--- src/rtl/timer_gen.sv ---
// timer_gen: run/stop timer with compare/wrap pulses, a DIV-cycle tick prescaler,
// a tick counter with a once-per-SEC_DIV-ticks pulse, and an optional edge-triggered
// capture unit. The capture unit is built only when TIMER_GEN_CAPTURE_EN is defined.
// Without it, cap_val, cap_valid and cap_ovr are tied to zero.
module timer_gen #(
   parameter int CNT_W   = 32,
   parameter int DIV     = 1105920,
   parameter int TICK_W  = 16,
   parameter int SEC_DIV = 100
) (
   input  logic              clk,
   input  logic              rst,
   input  logic              clr,
   input  logic              ena,
   input  logic              start,
   input  logic              stop,
   input  logic              mode,
   input  logic [CNT_W-1:0]  cmp_val,
   output logic [CNT_W-1:0]  count,
   output logic              busy,
   output logic              pulse_cmp,
   output logic              pulse_full,
   output logic              tick,
   output logic [TICK_W-1:0] tick_cnt,
   output logic              pulse_sec,
   input  logic              cap_trig,
   input  logic              cap_ack,
   output logic [CNT_W-1:0]  cap_val,
   output logic              cap_valid,
   output logic              cap_ovr
);

   localparam int PSC_W = $clog2(DIV);
   localparam int SEC_W = (SEC_DIV > 1) ? $clog2(SEC_DIV) : 1;

   typedef enum logic [1:0] {IDLE, RUN, DONE} state_t;

   state_t              state_q, state_d;
   logic [CNT_W-1:0]    count_q, count_d;
   logic [CNT_W-1:0]    cmp_q, cmp_d;
   logic                mode_q, mode_d;
   logic [PSC_W-1:0]    psc_q, psc_d;
   logic [SEC_W-1:0]    sec_q, sec_d;
   logic [TICK_W-1:0]   tick_cnt_q, tick_cnt_d;
   logic                pulse_cmp_q, pulse_cmp_d;
   logic                pulse_full_q, pulse_full_d;
   logic                tick_q, tick_d;
   logic                pulse_sec_q, pulse_sec_d;

   logic                run_en;
   logic                at_cmp;
   logic                psc_wrap;
   logic                sec_wrap;

   // stop shadows start and also freezes the counters for that cycle
   assign run_en   = (state_q == RUN) && ena && !stop && !start;
   assign at_cmp   = (count_q == cmp_q);
   assign psc_wrap = (psc_q == PSC_W'(DIV - 1));
   assign sec_wrap = (sec_q == SEC_W'(SEC_DIV - 1));

   // Next-state logic: stop beats start, a one-shot finishing its count parks in DONE
   always_comb begin
      state_d = state_q;
      if (stop) begin
         if (state_q == RUN) state_d = IDLE;
      end else if (start) begin
         state_d = RUN;
      end else if (run_en && at_cmp && mode_q) begin
         state_d = DONE;
      end
   end

   // Counter, prescaler and tick datapath; pulses default low and last one cycle
   always_comb begin
      cmp_d        = cmp_q;
      mode_d       = mode_q;
      count_d      = count_q;
      psc_d        = psc_q;
      sec_d        = sec_q;
      tick_cnt_d   = tick_cnt_q;
      pulse_cmp_d  = 1'b0;
      pulse_full_d = 1'b0;
      tick_d       = 1'b0;
      pulse_sec_d  = 1'b0;
      if (start && !stop) begin
         cmp_d   = cmp_val;
         mode_d  = mode;
         count_d = '0;
         psc_d   = '0;
         sec_d   = '0;
      end else if (run_en) begin
         if (at_cmp) begin
            pulse_cmp_d = 1'b1;
            if (!mode_q) begin
               // count never exceeds cmp_q, so the all-ones wrap only happens here
               count_d      = '0;
               pulse_full_d = &count_q;
            end
         end else begin
            count_d = count_q + CNT_W'(1);
         end
         if (psc_wrap) begin
            psc_d      = '0;
            tick_d     = 1'b1;
            tick_cnt_d = tick_cnt_q + TICK_W'(1);
            if (sec_wrap) begin
               sec_d       = '0;
               pulse_sec_d = 1'b1;
            end else begin
               sec_d = sec_q + SEC_W'(1);
            end
         end else begin
            psc_d = psc_q + PSC_W'(1);
         end
      end
   end

   // State and datapath registers; clr behaves exactly like reset
   always_ff @(posedge clk) begin
      if (!rst || clr) begin
         state_q      <= IDLE;
         count_q      <= '0;
         cmp_q        <= '0;
         mode_q       <= 1'b0;
         psc_q        <= '0;
         sec_q        <= '0;
         tick_cnt_q   <= '0;
         pulse_cmp_q  <= 1'b0;
         pulse_full_q <= 1'b0;
         tick_q       <= 1'b0;
         pulse_sec_q  <= 1'b0;
      end else begin
         state_q      <= state_d;
         count_q      <= count_d;
         cmp_q        <= cmp_d;
         mode_q       <= mode_d;
         psc_q        <= psc_d;
         sec_q        <= sec_d;
         tick_cnt_q   <= tick_cnt_d;
         pulse_cmp_q  <= pulse_cmp_d;
         pulse_full_q <= pulse_full_d;
         tick_q       <= tick_d;
         pulse_sec_q  <= pulse_sec_d;
      end
   end

   assign count      = count_q;
   assign busy       = (state_q == RUN);
   assign pulse_cmp  = pulse_cmp_q;
   assign pulse_full = pulse_full_q;
   assign tick       = tick_q;
   assign tick_cnt   = tick_cnt_q;
   assign pulse_sec  = pulse_sec_q;

`ifdef TIMER_GEN_CAPTURE_EN
   logic                trig_prev_q, trig_prev_d;
   logic [CNT_W-1:0]    cap_val_q, cap_val_d;
   logic                cap_valid_q, cap_valid_d;
   logic                cap_ovr_q, cap_ovr_d;

   // Capture on a rising cap_trig; a capture coinciding with cap_ack wins and is not an overrun
   always_comb begin
      trig_prev_d = cap_trig;
      cap_val_d   = cap_val_q;
      cap_valid_d = cap_valid_q;
      cap_ovr_d   = cap_ovr_q;
      if (cap_trig && !trig_prev_q) begin
         cap_val_d   = count_q;
         cap_valid_d = 1'b1;
         cap_ovr_d   = cap_valid_q && !cap_ack;
      end else if (cap_ack) begin
         cap_valid_d = 1'b0;
         cap_ovr_d   = 1'b0;
      end
   end

   // Capture registers share the timer's reset and clear
   always_ff @(posedge clk) begin
      if (!rst || clr) begin
         trig_prev_q <= 1'b0;
         cap_val_q   <= '0;
         cap_valid_q <= 1'b0;
         cap_ovr_q   <= 1'b0;
      end else begin
         trig_prev_q <= trig_prev_d;
         cap_val_q   <= cap_val_d;
         cap_valid_q <= cap_valid_d;
         cap_ovr_q   <= cap_ovr_d;
      end
   end

   assign cap_val   = cap_val_q;
   assign cap_valid = cap_valid_q;
   assign cap_ovr   = cap_ovr_q;
`else
   logic unused_cap;
   assign unused_cap = cap_trig ^ cap_ack;
   assign cap_val    = '0;
   assign cap_valid  = 1'b0;
   assign cap_ovr    = 1'b0;
`endif

endmodule

--- config.mk ---
export PLATFORM = sky130hd
export DESIGN_NAME = timer_gen
export DESIGN_NICKNAME = d
export VERILOG_FILES = /design/src/rtl/timer_gen.sv
export SDC_FILE = /design/constraint.sdc
export NUM_CORES = 1
export LEC_CHECK = 0
export ABC_AREA = 1
export CORE_MARGIN = 2
export CORE_UTILIZATION = 40
export CTS_CLUSTER_DIAMETER = 30
export CTS_CLUSTER_SIZE = 28
export DETAILED_ROUTE_END_ITERATION = 7
export PLACE_DENSITY = 0.72
export SLEW_MARGIN = 0
export SYNTH_ARGS = -nofsm -noshare
export SYNTH_HDL_FRONTEND = slang
export SYNTH_SLANG_ARGS = --single-unit
--- constraint.sdc ---
create_clock -name clk -period 1.9 [get_ports clk]
set_input_delay 0.475 -clock clk [delete_from_list [all_inputs] [get_ports clk]]
set_output_delay 0.475 -clock clk [all_outputs]
set_load 0.1 [all_outputs]
# [Word-level counts from Yosys, hierarchy flattened]
# Index checks and enable logic that the tools add are counted.
[classes] muxes=11 bitwise=4 n_reduce_logical=20 n_addsub=4 eq_ne=6
[ops] operator="$mux 32" n=2
[ops] operator="$add 32x1->32 const B" n=1
[ops] operator="$eq 32x32->1" n=1
[ops] operator="$reduce_and 32->1" n=1
[ops] operator="$add 21x1->21 const B" n=1
[ops] operator="$eq 21x21->1 const B" n=1
[ops] operator="$mux 21" n=1
[ops] operator="$add 16x1->16 const B" n=1
[ops] operator="$mux 2" n=4
[ops] operator="$add 7x1->7 const B" n=1
[ops] operator="$eq 7x7->1 const B" n=1
[ops] operator="$mux 7" n=1
[ops] operator="$logic_and 1x1->1" n=6
[ops] operator="$reduce_and 2->1" n=3
[ops] operator="$reduce_or 5->1" n=1
[ops] operator="$not 1->1" n=4
[ops] operator="$reduce_or 4->1" n=1
[ops] operator="$logic_not 1->1" n=3
[ops] operator="$mux 1" n=3
[ops] operator="$reduce_and 3->1" n=1
[ops] operator="$reduce_bool 3->1" n=1
[ops] operator="$reduce_or 3->1" n=1
[ops] operator="$eq 2x1->1 const B" n=1
[ops] operator="$ne 2x1->1 const B" n=1
[ops] operator="other kinds (3)" n=3
[totals] out_inout_bits=87 ff_bits=115 elab_cells=56

# [Logic depth before layout (Yosys ltp)]
[depth] depth_word=9 mapped_depth=13 ltp_nobuf=12

# [Worst setup path before layout]
# OpenSTA, ideal clock, no wires.
[synth_timing] path_kind="register to register" startpoint="register count_q[0] (netlist: count[0])" endpoint="register count_q[12] (netlist: count[12])" t_arrival_ps=2271 stages_incl_launch_ff=10 slack_ps=-503 setup_ps=132 path_buffers=0 period_less_slack_ps=2403 t_required_ps=1768 cell_sequence="dfxtp_1 ha_1 inv_1 nor2_1 inv_1 nor2_1 xor2_1 nor2_1 nand2_1 a21oi_1"
[synth_via] elab_chain_len=3 word_cells_on_any_way=5
[synth_lines] element="start, declared" line="39" source="logic [CNT_W-1:0] count_q, count_d;"
[synth_lines] element="start signal, assigned" line="134" source="count_q <= count_d;"
[synth_lines] element="branches (longest 3 deep; another with $add 32x1->32)"
# Parallel ways; which one is timed is not known.
# A chain may end at the register's enable or synchronous reset.

# [Final worst setup path]
[layout_timing] startpoint="input stop" endpoint="register psc_q[17]"
[layout_via] elab_chain_len=3 word_cells_on_any_way=5
[layout_lines] element="start, declared" line="16" source="input logic stop,"
[layout_lines] element="$logic_not 1->1 (*)" line="56, 85"
[layout_lines] element="$logic_and 1x1->1, on equally long branches" line="85, 56"
[layout_lines] element="$reduce_or 2->1 (no source line) / $logic_and 1x1->1 (equally long branches)"
[layout_lines] element="end signal, assigned" line="137" source="psc_q <= psc_d;"
[layout_lines] element="end, declared" line="42" source="logic [PSC_W-1:0] psc_q, psc_d;"
# Mark *: on every way between the ends. The rest lies on a longest branch, timed or not.

==> results.ini <==
[clock_tree]
clk-insertion-delay-late_ns=0.42
cts_buffer_depth=2
cts.htree.levels=4
cts-buffers-inserted=17
cts_hold_buf=0
cts_sinks=115
cts_root_buffer=clkbuf_16
path_clk_slew_ns=0.05
cts_tree=built

[die]
start_util=0.404
die_w_um=133
die-area_um2=17600
die_h_um=133
num_rows=47
core_area_um2=16400
ios=128

[worst_setup_path]
crit_type=in2reg
worstPathArrival_ns=2.19
cp_max_fo=3
reg2reg_from=psc_q[1]$_SDFFE_PP0N_
cp-end-kind=flip-flop
crit_start=stop
cp-start-kind=primary input
required_ns=2.25

[yosys]
synth_top_area_share=0.347
ys_types=43
yosysTopAreaCell=dfxtp_1
synth_seq_cells=115
synth_edf_count=0
synth_top_flop_cell=dfxtp_1
synth_warnings=0
synth.top_cells.by_count=nand2_1, nor2_1, dfxtp_1, inv_1, a21oi_1
syn_inst=974
netlist_area_um2=6630
async_reset_ff_frac=0
synth_most_common_cell=nand2_1
synth.area.top_cells=dfxtp_1, nand2_1, nor2_1
ys_seq_area_frac=0.347
syn_area_per_cell_um2=6.80

[power]
pwr-share-comb=0.103
netSwitchingFraction=0.247
power.switching_w=0.00164
p_clk_frac=0.527
intPower_w=0.00499
irDropWorstVdd_mv=0.628
p_per_area_nw_per_um2=691
p_seq_frac=0.370
p_leak_nw=3.66

[placed_design]
place_area_um2=8810
dp_hpwl_um=14800
gp_congestion=0.933
io_buffers=91
dp_cells=1341

[grt]
grtUsageTotal=0.229
grt_max_degree=40
grt_pass1_wl_um=32200
overflow=0
antenna_found_initial=0
first_global_vias=6504

[route]
vias_per_cell=4.96
drt_iter0_drc=552
first_pass_iters=5
drc=0
vias=6834
wl_um=19700
wl_per_cell_um=14.3
ant_nets=0

[timing]
drv_slew=0
max_clock_freq_mhz=542
hold_viol_final=0
rsz0062_at_grt=yes
holdWs_ns=0.469
finalCritPeriodShare=0.972
setup_viol=0
min_period_ns=1.85
fin_skew_ns=0.0123

[layout]
nets=1191
diodes=0
fillers=1478
drive_above_1_share=0.244
final_area_um2=9600
area_growth_pct=44.8
final_cells=1378

[run_status]
status=completed

[job]
cap_violations=0

[hold_path]
hold_path.class=reg2reg
hp-start=count[0]$_SDFFE_PP0P_

==> per-stage QoR <==
step                setup slack [ns]   util  TNS (ns)  power, W
floorplan                    -0.0466      -    -0.129   0.00303
global placement              -0.395  0.537    -21.31   0.00316
detailed placement            -0.442  0.537    -24.84   0.00316
CTS                           0.0234  0.576         0   0.00666
global route                 -0.0723  0.585    -0.257   0.00681
finish                        0.0537  0.585         0   0.00663
==> critical path, cell delays in order <==
cell             delay (ns)
clkdlybuf4s50_1        0.45
nor2_2                 0.18
nand2_1                0.11
nor2_4                 0.13
nand2_2                0.08
inv_1                  0.07
nand4_1                0.12
nor2_1                 0.15
nand2_1                0.09
or2_0                  0.21
a21oi_1                0.12
==> power groups by stage <==
stage	clock (W)	combinational (W)	sequential, W
6_report	0.00349	0.000685	0.00245
5_1_grt	0.00363	0.000725	0.00245
4_1_cts	0.00354	0.000671	0.00245
3_5_place_dp	0	0.000664	0.00250
3_3_place_gp	0	0.000659	0.00250
2_1_floorplan	0	0.000533	0.00250
==> placed cells by master, fill, tap and decap left out, types with 27 or more instances in the layout <==
cell / synthesis / final
nand2_1: 209 / 206
o21ai_0: 39 / 38
nor2_1: 149 / 144
buf_4: 35 / 89
clkdlybuf4s50_1: 0 / 38
xnor2_1: 33 / 33
conb_1: 1 / 34
inv_1: 76 / 74
dfxtp_2: 0 / 41
nand3_1: 69 / 68
dfxtp_1: 115 / 72
nor3_1: 29 / 27
a21oi_1: 70 / 70
buf_12: 0 / 57
==> path summary, 6_finish.rpt <==
check        depth (start not counted)                endpoint  slack (ns)
max                                 11  psc_q[17]$_SDFFE_PP0N_        0.05
min                                  1   count[0]$_SDFFE_PP0P_        0.47
max reg2reg                          9   sec_q[3]$_SDFFE_PP0P_        0.11
min reg2reg                          1   count[0]$_SDFFE_PP0P_        0.47
==> flip-flops by register name, indices dropped and copies added, names as in the netlist <==
register,count
cmp_q,32
count,32
psc_q,21
tick_cnt,16
sec_q,7
state_q,2
mode_q,1
pulse_cmp,1
pulse_full,1
pulse_sec,1
tick,1
==> what timing repair did <==
| item | CTS | global route |
|---|---|---|
| setup endpoints to repair | 3 | 54 |
| pin swaps | 0 | 7 |
| setup buffers | 0 | 6 |
| resized for setup | 2 | 24 |
==> layout make-up <==
| class | instances | area, um^2 | share of cell area |
|---|---|---|---|
| clock buffers | 21 | 460 | 0.0480 |
| repair buffers | 185 | 2200 | 0.229 |
| well taps | 220 | 275 | 0.0287 |
| inverters | 89 | 334 | 0.0348 |
| multi-input cells | 738 | 3790 | 0.395 |
| clock inverters | 10 | 178 | 0.0185 |
| flip-flops and latches | 115 | 2360 | 0.246 |
==> cells by family (layout without fill, tap and decap cells) <==
logic type,after synthesis,in the layout,synth area share
fa+ha+maj,4,4,0.00755
xor+xnor,58,58,0.0766
buf+inv,154,305,0.117
simple gates,509,509,0.341
other cells,1,34,0.000566
compound gates,133,133,0.110
flops,115,115,0.347
==> layer usage <==
layer  part of all wire  wire length, um  track usage  vias up
li1                   -                -            -     3432
met1               0.45             8940        0.305     3124
met2               0.46             9060        0.360      243
met3              0.067             1330       0.0498       35
met4              0.020              391       0.0914        0
met5                  0                0            0        -
Note: power is estimated with default switching activity, not from simulation.
